`src/rtl/muldiv_sequencer_pkg.sv`:
```
// Shared encodings for the execute-stage multiply/divide sequencer.
package muldiv_sequencer_pkg;

  localparam logic [1:0] OPC_ALU = 2'd0;
  localparam logic [1:0] OPC_MUL = 2'd1;
  localparam logic [1:0] OPC_DIV = 2'd2;
  localparam logic [1:0] OPC_RSV = 2'd3;

  localparam logic [1:0] RES_ALU = 2'd0;
  localparam logic [1:0] RES_MUL = 2'd1;
  localparam logic [1:0] RES_DIV = 2'd2;

  typedef enum logic [2:0] {
    S_IDLE      = 3'd0,
    S_MUL_START = 3'd1,
    S_MUL_WAIT  = 3'd2,
    S_DIV_START = 3'd3,
    S_DIV_WAIT  = 3'd4,
    S_RETIRE    = 3'd5
  } state_e;

endpackage

```
`src/rtl/muldiv_sequencer_if.sv`:
```
// Decode/execute-side bundle of the sequencer; the sequencer sits on the slave modport.
interface muldiv_sequencer_if #(
  parameter int CNT_WIDTH = 16
);
  logic                 op_valid;
  logic [1:0]           op_class;
  logic [1:0]           mult_mode_in;
  logic                 div_mode_in;
  logic                 multiplier_done;
  logic                 divider_done;
  logic                 mult_start;
  logic                 div_start;
  logic [1:0]           mult_mode;
  logic                 div_mode;
  logic [1:0]           execute_result_loc;
  logic                 stall;
  logic                 busy;
  logic                 op_timeout;
  logic [CNT_WIDTH-1:0] mul_count;
  logic [CNT_WIDTH-1:0] div_count;

  modport master (
    output op_valid, op_class, mult_mode_in, div_mode_in, multiplier_done, divider_done,
    input  mult_start, div_start, mult_mode, div_mode, execute_result_loc,
           stall, busy, op_timeout, mul_count, div_count
  );

  modport slave (
    input  op_valid, op_class, mult_mode_in, div_mode_in, multiplier_done, divider_done,
    output mult_start, div_start, mult_mode, div_mode, execute_result_loc,
           stall, busy, op_timeout, mul_count, div_count
  );
endinterface

```
`src/rtl/muldiv_sequencer_sat_counter.sv`:
```
// Saturating event counter; sticks at all-ones instead of wrapping.
module sat_counter #(
  parameter int WIDTH = 16
) (
  input  logic             clk,
  input  logic             reset,
  input  logic             inc,
  output logic [WIDTH-1:0] count
);
  logic [WIDTH-1:0] count_q, count_d;

  always_comb begin
    count_d = count_q;
    if (inc && (count_q != '1)) count_d = count_q + WIDTH'(1);
  end

  always_ff @(posedge clk or negedge reset) begin
    if (!reset) count_q <= '0;
    else        count_q <= count_d;
  end

  assign count = count_q;
endmodule

```
`src/rtl/muldiv_sequencer.sv`:
```
// Sequences one MUL or DIV at a time: start pulse, stall until done or watchdog,
// then one RETIRE cycle where the result mux still points at the unit.
module muldiv_sequencer
  import muldiv_sequencer_pkg::*;
#(
  parameter int TIMEOUT_CYCLES = 128,
  parameter int CNT_WIDTH      = 16
) (
  input logic              clk,
  input logic              reset,
  muldiv_sequencer_if.slave bus
);
  localparam int              WD_W    = $clog2(TIMEOUT_CYCLES + 1);
  localparam logic [WD_W-1:0] WD_LAST = WD_W'(TIMEOUT_CYCLES - 1);

  state_e          state_q, state_d;
  logic [WD_W-1:0] wdog_q, wdog_d;
  logic [1:0]      mult_mode_q, mult_mode_d;
  logic            div_mode_q, div_mode_d;
  logic            mult_start_q, mult_start_d;
  logic            div_start_q, div_start_d;
  logic            stall_q, stall_d;
  logic            busy_q, busy_d;
  logic            timeout_q, timeout_d;
  logic [1:0]      loc_q, loc_d;
  logic            accept_mul, accept_div, mul_inc, div_inc;

  always_comb begin
    // Gated by reset so stall also reads 0 while reset is held.
    accept_mul   = reset && (state_q == S_IDLE) && bus.op_valid && (bus.op_class == OPC_MUL);
    accept_div   = reset && (state_q == S_IDLE) && bus.op_valid && (bus.op_class == OPC_DIV);
    state_d      = state_q;
    wdog_d       = wdog_q;
    mult_mode_d  = mult_mode_q;
    div_mode_d   = div_mode_q;
    timeout_d    = 1'b0;
    mul_inc      = 1'b0;
    div_inc      = 1'b0;

    case (state_q)
      S_IDLE: begin
        if (accept_mul || accept_div) begin
          mult_mode_d = bus.mult_mode_in;
          div_mode_d  = bus.div_mode_in;
          state_d     = accept_mul ? S_MUL_START : S_DIV_START;
        end
      end
      // Done may still be high from the previous op, so it is not looked at here.
      S_MUL_START: begin wdog_d = '0; state_d = S_MUL_WAIT; end
      S_DIV_START: begin wdog_d = '0; state_d = S_DIV_WAIT; end
      S_MUL_WAIT: begin
        if (bus.multiplier_done)  begin state_d = S_RETIRE; mul_inc = 1'b1; end
        else if (wdog_q == WD_LAST) begin state_d = S_RETIRE; timeout_d = 1'b1; end
        else                        wdog_d = wdog_q + WD_W'(1);
      end
      S_DIV_WAIT: begin
        if (bus.divider_done)     begin state_d = S_RETIRE; div_inc = 1'b1; end
        else if (wdog_q == WD_LAST) begin state_d = S_RETIRE; timeout_d = 1'b1; end
        else                        wdog_d = wdog_q + WD_W'(1);
      end
      S_RETIRE: state_d = S_IDLE;
      default:  state_d = S_IDLE;
    endcase

    // Outputs are registered off the next state so they line up with it.
    mult_start_d = (state_d == S_MUL_START);
    div_start_d  = (state_d == S_DIV_START);
    stall_d      = (state_d == S_MUL_START) || (state_d == S_MUL_WAIT) ||
                   (state_d == S_DIV_START) || (state_d == S_DIV_WAIT);
    busy_d       = (state_d != S_IDLE);
    case (state_d)
      S_IDLE:      loc_d = RES_ALU;
      S_MUL_START: loc_d = RES_MUL;
      S_DIV_START: loc_d = RES_DIV;
      default:     loc_d = loc_q;
    endcase
  end

  always_ff @(posedge clk or negedge reset) begin
    if (!reset) begin
      state_q      <= S_IDLE;
      wdog_q       <= '0;
      mult_mode_q  <= '0;
      div_mode_q   <= 1'b0;
      mult_start_q <= 1'b0;
      div_start_q  <= 1'b0;
      stall_q      <= 1'b0;
      busy_q       <= 1'b0;
      timeout_q    <= 1'b0;
      loc_q        <= RES_ALU;
    end else begin
      state_q      <= state_d;
      wdog_q       <= wdog_d;
      mult_mode_q  <= mult_mode_d;
      div_mode_q   <= div_mode_d;
      mult_start_q <= mult_start_d;
      div_start_q  <= div_start_d;
      stall_q      <= stall_d;
      busy_q       <= busy_d;
      timeout_q    <= timeout_d;
      loc_q        <= loc_d;
    end
  end

  sat_counter #(.WIDTH(CNT_WIDTH)) u_mul_cnt (
    .clk(clk), .reset(reset), .inc(mul_inc), .count(bus.mul_count)
  );

  sat_counter #(.WIDTH(CNT_WIDTH)) u_div_cnt (
    .clk(clk), .reset(reset), .inc(div_inc), .count(bus.div_count)
  );

  assign bus.stall              = stall_q | accept_mul | accept_div;
  assign bus.mult_start         = mult_start_q;
  assign bus.div_start          = div_start_q;
  assign bus.mult_mode          = mult_mode_q;
  assign bus.div_mode           = div_mode_q;
  assign bus.execute_result_loc = loc_q;
  assign bus.busy               = busy_q;
  assign bus.op_timeout         = timeout_q;
endmodule

```
`src/flat_wrapper.sv`:
```
// flat-port wrapper written by rule: the top's interface ports become plain ports
module muldiv_sequencer_flat import muldiv_sequencer_pkg::*;
#(
  parameter int TIMEOUT_CYCLES = 128,
  parameter int CNT_WIDTH      = 16
)
  (clk, reset, bus_op_valid, bus_op_class, bus_mult_mode_in, bus_div_mode_in, bus_multiplier_done, bus_divider_done, bus_mult_start, bus_div_start, bus_mult_mode, bus_div_mode, bus_execute_result_loc, bus_stall, bus_busy, bus_op_timeout, bus_mul_count, bus_div_count);
  muldiv_sequencer_if #(.CNT_WIDTH(CNT_WIDTH)) bus_i ();
  input logic clk;
  input logic reset;
  input wire logic [$bits(bus_i.op_valid)-1:0] bus_op_valid;
  input wire logic [$bits(bus_i.op_class)-1:0] bus_op_class;
  input wire logic [$bits(bus_i.mult_mode_in)-1:0] bus_mult_mode_in;
  input wire logic [$bits(bus_i.div_mode_in)-1:0] bus_div_mode_in;
  input wire logic [$bits(bus_i.multiplier_done)-1:0] bus_multiplier_done;
  input wire logic [$bits(bus_i.divider_done)-1:0] bus_divider_done;
  output wire logic [$bits(bus_i.mult_start)-1:0] bus_mult_start;
  output wire logic [$bits(bus_i.div_start)-1:0] bus_div_start;
  output wire logic [$bits(bus_i.mult_mode)-1:0] bus_mult_mode;
  output wire logic [$bits(bus_i.div_mode)-1:0] bus_div_mode;
  output wire logic [$bits(bus_i.execute_result_loc)-1:0] bus_execute_result_loc;
  output wire logic [$bits(bus_i.stall)-1:0] bus_stall;
  output wire logic [$bits(bus_i.busy)-1:0] bus_busy;
  output wire logic [$bits(bus_i.op_timeout)-1:0] bus_op_timeout;
  output wire logic [$bits(bus_i.mul_count)-1:0] bus_mul_count;
  output wire logic [$bits(bus_i.div_count)-1:0] bus_div_count;
  assign bus_i.op_valid = bus_op_valid;
  assign bus_i.op_class = bus_op_class;
  assign bus_i.mult_mode_in = bus_mult_mode_in;
  assign bus_i.div_mode_in = bus_div_mode_in;
  assign bus_i.multiplier_done = bus_multiplier_done;
  assign bus_i.divider_done = bus_divider_done;
  assign bus_mult_start = bus_i.mult_start;
  assign bus_div_start = bus_i.div_start;
  assign bus_mult_mode = bus_i.mult_mode;
  assign bus_div_mode = bus_i.div_mode;
  assign bus_execute_result_loc = bus_i.execute_result_loc;
  assign bus_stall = bus_i.stall;
  assign bus_busy = bus_i.busy;
  assign bus_op_timeout = bus_i.op_timeout;
  assign bus_mul_count = bus_i.mul_count;
  assign bus_div_count = bus_i.div_count;
  muldiv_sequencer #(.TIMEOUT_CYCLES(TIMEOUT_CYCLES), .CNT_WIDTH(CNT_WIDTH)) u_core (.clk(clk), .reset(reset), .bus(bus_i));
endmodule
```
`config.mk`:
```
export PLATFORM = sky130hd
export DESIGN_NAME = muldiv_sequencer_flat
export DESIGN_NICKNAME = d
export VERILOG_FILES = /design/src/rtl/muldiv_sequencer_pkg.sv /design/src/rtl/muldiv_sequencer_if.sv /design/src/rtl/muldiv_sequencer_sat_counter.sv /design/src/rtl/muldiv_sequencer.sv /design/src/flat_wrapper.sv
export SDC_FILE = /design/constraint.sdc
export NUM_CORES = 1
export LEC_CHECK = 0
export CORE_MARGIN = 2
export CORE_UTILIZATION = 48
export CTS_BUF_LIST = sky130_fd_sc_hd__clkbuf_4 sky130_fd_sc_hd__clkbuf_8
export DETAILED_ROUTE_END_ITERATION = 12
export PLACE_DENSITY = 0.78
export SLEW_MARGIN = 20
export SYNTH_ARGS = -nofsm -noshare
export SYNTH_HDL_FRONTEND = slang
export SYNTH_SLANG_ARGS = --single-unit
```
`constraint.sdc`:
```
create_clock -name clk -period 1.7 [get_ports clk]
set_clock_uncertainty 0.1 [all_clocks]
set_input_delay 0.34 -clock clk [delete_from_list [all_inputs] [get_ports clk]]
set_output_delay 0.34 -clock clk [all_outputs]
set_load 0.02 [all_outputs]
```
==> qor.yml <==
synthArstFlopShare_pct: 100.0
cp.required_ns: 1.84
synth-seq-cells: 53
dp_slack_ns: -0.5490
worstSetupEndpointType: "flop"
slew_headroom_pct: 55.82
crit_arrival_ns: 2.04
crit_slowest_cell: "dfrtp_1"
nFillCells: 319
final_common_cell: "buf_4"
holdBufCountCts: 0
ios: 52
cp_max_fo: 5
core-area_um2: 5172
path_clk_slew_ns: 0.09
synth_flop_cell: "dfrtp_1"
die_area_um2: 6063
seq_area_frac_synth_pct: 50.65
drv_slew: 0
track_usage_pct: 22.16
min_period_ns: 1.904
detail-route-antenna-nets: 0
design_area_um2: 4135
cts_tree: "done"
synth-edff-count: 0
hold_viol: 0
synth_cell_type_count: 45
num_vias: 2492
grt_max_degree: 54
firstDrtPassIters: 4
synth_top_area_share_pct: 50.65
cts_buffers: 5
start_kind: "flop"
fp-row-count: 26
p_per_area_nw_per_um2: 1085
rrSetupSlack_ns: -0.20
placed_area_um2: 3638
io_buffers: 51
insertion_delay_ns: 0.31
utilization_pct: 79.95
violations: "negative setup slack"
worst_hold_path_type: "input pin to async pin"
grt_setup_unrepaired: "yes"
worstSetupPathType: "flop to flop"
final_nets: 376
cp_cell_sequence: "buf_6, nor4b_4, buf_4, o32ai_2, or3_1, a21oi_2"
start_util_pct: 50.63
avgSynthCellArea_um2: 10.69
synth.area.top_cells: "dfrtp_1, xor2_1, nor3_1, nand3_1, nand4_1"
synthToLayoutAreaGrowth_pct: 57.91
die_width_um: 77.87
dp_hpwl_mm: 4.549
diodes: 0
max_cap_violations: 0
die_y_um: 77.87
grt_pass1_vias: 2386
critPathMaxStageDelay_ns: 0.41
fmax_ghz: 0.5253
overflow: 0
routed_wirelength_mm: 7.449
max-vdd-ir-drop_v: 0.0007221
tns_ns: -2.469
synth-warning-count: 0
drt_iter0_drc: 203
finalSetupViolCount: 25
antenna_found_initial: 0
cts.path.max_buffers: 2
syn_inst: 245
cts_root_buf: "clkbuf_8"
cts_htree_levels: 2
fin_ws_ns: -0.2036
syn_area_um2: 2619
route.detailed.drc: 0
routedWlPerCell_um: 17.16
cts_sinks: 53
syn-num-nets: 258
layout_common_cells: "buf_4, dfrtp_1, dlygate4sd2_1"
grt_pass1_wl_mm: 10.83
outcome: "complete, but fails checks"
p_leak_nw: 2.038
viasPerCell: 5.742
drive_above_1_share_pct: 39.56
finalCritPeriodShare_pct: 112.0
worstMarginPinSlew_ns: 0.6628
gp_congestion: 0.8096
yosys.area.top_type: "dfrtp_1"
where the power goes:
group	internal (mW)	switching, mW
Combinational	1.03	1.02
Clock	0.322	0.401
Sequential	1.51	0.203
layer usage:
layer	up-vias	track usage (%)	wire length (um)
li1	1134	-	-
met1	1257	28.19	3091
met2	82	37.93	3874
met3	19	3.256	294
met4	0	8.750	188
met5	-	0	0
what timing repair did:
action	CTS	global route
cloned	0	1
endpoints found under the setup margin	59	39
buffers inserted	1	14
resized for setup	58	47
endpoints found under the hold margin	0	0
pin swaps	2	19
sequential cells by signal, indices dropped and copies added, names as in the netlist, 2 cells and up:
name	flops
u_core.bus.execute_result_loc	2
u_core.bus.mult_mode	2
u_core.state_q	3
u_core.u_div_cnt.count	16
u_core.u_mul_cnt.count	16
u_core.wdog_q	8
area by class of cell:
class / instances / area [um^2] / area share (%)
multi-input cells: 183 / 1608 / 38.88
flip-flops and latches: 53 / 1343 / 32.47
repair buffers: 116 / 993.5 / 24.02
well taps: 70 / 87.58 / 2.118
clock buffers: 7 / 83.83 / 2.027
inverters: 4 / 15.01 / 0.3631
clock inverters: 1 / 5.005 / 0.1210
final timing paths:
path                                      startpoint                        end  depth (start not counted)
min reg2reg                u_core.u_div_cnt.count[2]  u_core.u_div_cnt.count[2]                          1
min                                            reset          u_core.state_q[1]                          2
max                                u_core.state_q[0]           u_core.wdog_q[5]                          6
max in group asynchronous                      reset  u_core.u_mul_cnt.count[0]                          2
min in group clk           u_core.u_div_cnt.count[2]  u_core.u_div_cnt.count[2]                          1
max reg2reg                        u_core.state_q[0]           u_core.wdog_q[5]                          6
through the flow:
stage                     cells  power [mW]  hold WS, ns
after floorplan             245       2.677     -0.05559
after global placement      410       3.441       0.3582
after detailed placement    410       3.506       0.3704
after CTS                   419       4.177       0.1313
after global routing        434       4.737       0.1557
final                       434       4.486      0.09272
critical path, delay by kind of cell, from the launching register on:
kind / cells / cell delay [ns]
AO/OA/AOI/OAI: 2 / 0.25
buffers and inverters: 2 / 0.33
AND/OR/NAND/NOR: 2 / 0.75
flip-flops: 1 / 0.41
synthesized netlist by cell type (3+ instances only):
| library cell | instances |
|---|---|
| a21o_1 | 3 |
| a21oi_1 | 10 |
| and4_1 | 4 |
| dfrtp_1 | 53 |
| ha_1 | 3 |
| inv_1 | 4 |
| mux2_2 | 5 |
| nand2_1 | 15 |
| nand2b_1 | 6 |
| nand3_1 | 14 |
| nand4_1 | 10 |
| nor2_1 | 13 |
| nor3_1 | 20 |
| nor3b_1 | 4 |
| nor4_1 | 6 |
| o21ai_0 | 5 |
| o31ai_1 | 3 |
| or3_1 | 3 |
| or4_1 | 3 |
| xnor2_1 | 4 |
| xor2_1 | 26 |
kinds of logic (layout without fill, tap and decap cells):
group	count (synthesis)	count (layout)	share of synthesized area, %
xor+xnor	30	30	10.03
mux	5	5	2.150
flops	53	53	50.64
fa+ha+maj	3	3	1.434
buf+inv	10	128	1.959
compound gates	28	29	6.976
simple gates	116	116	26.80
No activity file was read; power rests on OpenSTA's default activity.
==> RTL edit 1 (same settings) <==
Make the reset (`reset`) synchronous in 2 clocked blocks.
--- a/src/rtl/muldiv_sequencer_sat_counter.sv
+++ b/src/rtl/muldiv_sequencer_sat_counter.sv
@@ -16,3 +16,3 @@
 
-  always_ff @(posedge clk or negedge reset) begin
+  always_ff @(posedge clk) begin
     if (!reset) count_q <= '0;
--- a/src/rtl/muldiv_sequencer.sv
+++ b/src/rtl/muldiv_sequencer.sv
@@ -78,3 +78,3 @@
 
-  always_ff @(posedge clk or negedge reset) begin
+  always_ff @(posedge clk) begin
     if (!reset) begin
Behaviour: differs if reset is asserted again (counterexample within 4 cycles, from zero or initial values and one cycle with reset low); with reset held inactive, the same outputs for 10 cycles.
==> RTL edit 1 against the unedited design <==
The flow still finishes with violations (negative setup slack); synthesized area is 1.3% higher; routed wire length is 14% higher; synthesized cell count grew 27%; via count up 25%; hold slack improved by 0.30 ns; worst setup slack worse by 0.0047 ns; sequential cell count stayed put; design area up 5.0%; critical path depth is the same.
Power is not compared: it rests on default switching activity, and its combinational part moved more than twofold at a synthesized area within 25%.
==> RTL edit 1: results (changes against the unedited design) <==
[outcome]
status=complete, but fails checks
violations=negative setup slack

[synth]
yosys-top-cells-area=dfxtp_1 (40%), a21oi_1 (5.5%), mux2i_1 (4.2%)
synth_compound_area_share_pct=19.2  ; +12 points
ys_seq_area_share_pct=40.0  ; -11 points
avgSynthCellArea_um2=8.56  ; -20%
synthTopCellsByCount=dfxtp_1 (53), a21oi_1 (29), nand2_1 (23)
synth_nets=323  ; +25%
muxShareOfSynthArea_pct=4.15  ; +2.0 points
synth-async-reset-ratio_pct=0  ; -100 points
synth-xor-area-share_pct=0.991  ; -9.0 points
ys_types=50  ; +11%
ys.flop_type=dfxtp_1
synth_fa_ha_area_share_pct=1.42  ; -0.018 points

[cells_and_area]
num-nonclk-inverters=11  ; +7
final_area_mm2=0.00434  ; +5.0%
final_cells=511  ; +18%
seq_share_pct=26.3  ; -6.2 points
multi_input_area_share_pct=42.9  ; +4.0 points
clkCellAreaFrac_pct=1.96  ; -0.19 points
nClkBuffers=5  ; -2
drive_above_1_share_pct=40.8  ; +1.2 points
n_all_buffers=132  ; +14%
final_nets=451  ; +20%
seq_cell_count=53  ; unchanged
area_share_nonclk_buffers_pct=25.9  ; +1.9 points
n_fill_cell=358  ; +12%
num-multi-input-gates=235  ; +28%

[setup_path]
slowest_delay_ns=0.37  ; -0.04 ns
cpMaxStageDelayCell=dfxtp_4
cp_max_fo=6  ; +1

[placement]
dp_hpwl_um=5330  ; +17%
pre_cts_slack_ns=-0.670  ; -0.120 ns
port-buffer-count=51  ; unchanged
post-place-cells=482  ; +18%
globalplace.congestion=0.826  ; +2.0%
placed_area_mm2=0.00377  ; +3.6%

[detailed_routing]
drtIter0Drc=154  ; -24%
post-route-drc-count=0  ; unchanged
dr.pass1.iters=5  ; +1
wl_um=8530  ; +14%
via_per_inst=6.08  ; +5.9%

[sta]
final.setup.tns_ns=-1.34  ; +1.13 ns
report.final.slew_viol_count=0  ; unchanged
setup_viol=21  ; -16%
slew_headroom_pct=72.6  ; +17 points
setup_ws_ns=-0.208  ; -0.00471 ns

[grt]
grt_usage_pct=25.4  ; +3.3 points
antenna_found_initial=0  ; unchanged
grt_pass1_vias=2790  ; +17%
grt_first_pass_wirelength_um=12600  ; +17%
grt_start_max_net_pins=25  ; -54%

[clock_tree]
cts_max_path_buffers=2  ; unchanged
htree_levels=2  ; unchanged
worstSkewPairLatency_ns=0.31  ; about the same

[power]
total_leakage_power_nw=1.79

[hold_path]
hold_path.class=reg -> reg

[floorplanning]
taps=72  ; +2.9%

[RTL edit 1: metal layers]
metal  wire length (um)  GRT usage [%]
met2               4390           45.6
met3                413           4.25
met1               3510           29.8
met5                  0              0
met4                209           11.1
[RTL edit 1: logic make-up (layout without fill, tap and decap cells)]
kind of cell	count (synthesis)	count (layout)
adder cells (fa/ha/maj)	3	3
buffers and inverters	22	151
multiplexers	11	11
AND/OR/NAND/NOR	138	138
AO/OA/AOI/OAI	80	80
XOR/XNOR	3	3
flip-flops	53	53
[RTL edit 1: what timing repair did]
item | in CTS | in global routing
hold buffers | 0 | 0
buffers inserted | 8 | 15
pin swaps | 18 | 30
endpoints found under the setup margin | 66 | 34
endpoints found under the hold margin | 0 | 0
gates resized for setup | 66 | 69
[RTL edit 1: worst paths after layout]
kind,startpoint,end,slack (ns),cells past startpoint
worst max-delay path,u_core.state_q[0]$_SDFF_PN0_,u_core.u_div_cnt.count[9]$_SDFFE_PN0P_,-0.21,6
worst min-delay path,u_core.u_mul_cnt.count[8]$_SDFFE_PN0P_,u_core.u_mul_cnt.count[8]$_SDFFE_PN0P_,0.39,2
worst max register to register,u_core.state_q[0]$_SDFF_PN0_,u_core.u_div_cnt.count[9]$_SDFFE_PN0P_,-0.21,6
worst min register to register,u_core.u_mul_cnt.count[8]$_SDFFE_PN0P_,u_core.u_mul_cnt.count[8]$_SDFFE_PN0P_,0.39,2
[RTL edit 1: power by group]
| group | internal [W] | switching (W) |
|---|---|---|
| clock network | 0.000287 | 0.000421 |
| registers | 0.00125 | 0.0000268 |
| logic | 0.000194 | 0.000198 |
| total | 0.00173 | 0.000646 |
==> RTL edit 2 (same flow settings) <==
Made on the original files. `CNT_WIDTH` is set to 16 in 3 places; all go to 20.
--- a/src/rtl/muldiv_sequencer_if.sv
+++ b/src/rtl/muldiv_sequencer_if.sv
@@ -2,3 +2,3 @@
 interface muldiv_sequencer_if #(
-  parameter int CNT_WIDTH = 16
+  parameter int CNT_WIDTH = 20
 );
--- a/src/rtl/muldiv_sequencer.sv
+++ b/src/rtl/muldiv_sequencer.sv
@@ -6,3 +6,3 @@
   parameter int TIMEOUT_CYCLES = 128,
-  parameter int CNT_WIDTH      = 16
+  parameter int CNT_WIDTH      = 20
 ) (
--- a/src/flat_wrapper.sv
+++ b/src/flat_wrapper.sv
@@ -4,3 +4,3 @@
   parameter int TIMEOUT_CYCLES = 128,
-  parameter int CNT_WIDTH      = 16
+  parameter int CNT_WIDTH      = 20
 )
Interface: changed (resized bus_div_count and bus_mul_count); port bits go from 52 to 60. The function was not compared with the original's and may differ.
==> RTL edit 2 against the unedited design <==
The run still ends with negative setup slack left; die area up 10%; total power up 20%; routed wire length grew 13%; sequential cell count is 8 higher; worst setup slack better by 0.024 ns; design area rose by 17%; sequential share of layout area fell by 0.39 points; synthesized area is 11% higher; largest power group unchanged; highest routed layer unchanged.
==> RTL edit 2: results (changes against the unedited design) <==
[power]
switching_share_pct=34.8  ; -1.4 points
powerClk_w=0.00126  ; +74%
ir_worst_vdd_uv=944  ; +31%

[setup_path]
cp_max_fo=4  ; -1
cpMaxStageDelayCell=or4_4
crit_arrival_ns=2.06  ; +0.02 ns

[grt]
grt_first_pass_wirelength_um=12700  ; +17%
gr-usage-met3_pct=6.37  ; +3.1 points
grtUsageMet2_pct=41.7  ; +3.8 points

[synth]
synthTopCellsByCount=dfrtp_1 (61), nand2_1 (26), xnor2_1 (24)

[cells_and_area]
clkCellAreaFrac_pct=3.97  ; +1.8 points
nClkBuffers=15  ; +8
n_fill_cell=339  ; +6.3%
drive_above_1_share_pct=46.5  ; +6.9 points
multi_input_area_share_pct=34.5  ; -4.4 points
final_nets=445  ; +18%
n_all_buffers=158  ; +36%

[outcome]
violations=negative setup slack
status=complete, but fails checks

[sta]
setup_ws_ns=-0.180  ; +0.0238 ns
final.setup.tns_ns=-2.25  ; +0.223 ns
setup_viol=39  ; +56%

[placement]
post-place-cells=474  ; +16%
dp_hpwl_um=5280  ; +16%
placed_area_mm2=0.00432  ; +19%

[detailed_routing]
wl_um=8400  ; +13%

[clock_tree]
htree_levels=3  ; +1
cts.sinks=61  ; +15%

RTL edit 2: timing repair:
| action | CTS | global route |
|---|---|---|
| setup buffers | 10 | 13 |
| pin swaps | 18 | 18 |
| endpoints found under the setup margin | 86 | 63 |
| resized for setup | 77 | 39 |
| cloned | 0 | 0 |
RTL edit 2: per-stage QoR:
step                      hold WS, ns  total power [W]  setup slack [ns]
final                           0.261          0.00539            -0.180
after global routing            0.320          0.00567            -0.216
after CTS                       0.261          0.00507            -0.142
after detailed placement        0.397          0.00373            -0.520
after global placement          0.388          0.00368            -0.510
after floorplan               -0.0556          0.00286            -0.140
RTL edit 2: tightest hold or removal path: cells and delay by family:
family                 cells  cell delay [ns]
buffers and inverters      3             0.88
RTL edit 2: cells by family after synthesis:
family                   synth area share, %
XOR/XNOR                                12.4
AO/OA/AOI/OAI                           4.35
flip-flops                              52.5
adder cells (fa/ha/maj)                 1.29
multiplexers                            3.70
AND/OR/NAND/NOR                         24.4
buffers and inverters                   1.42
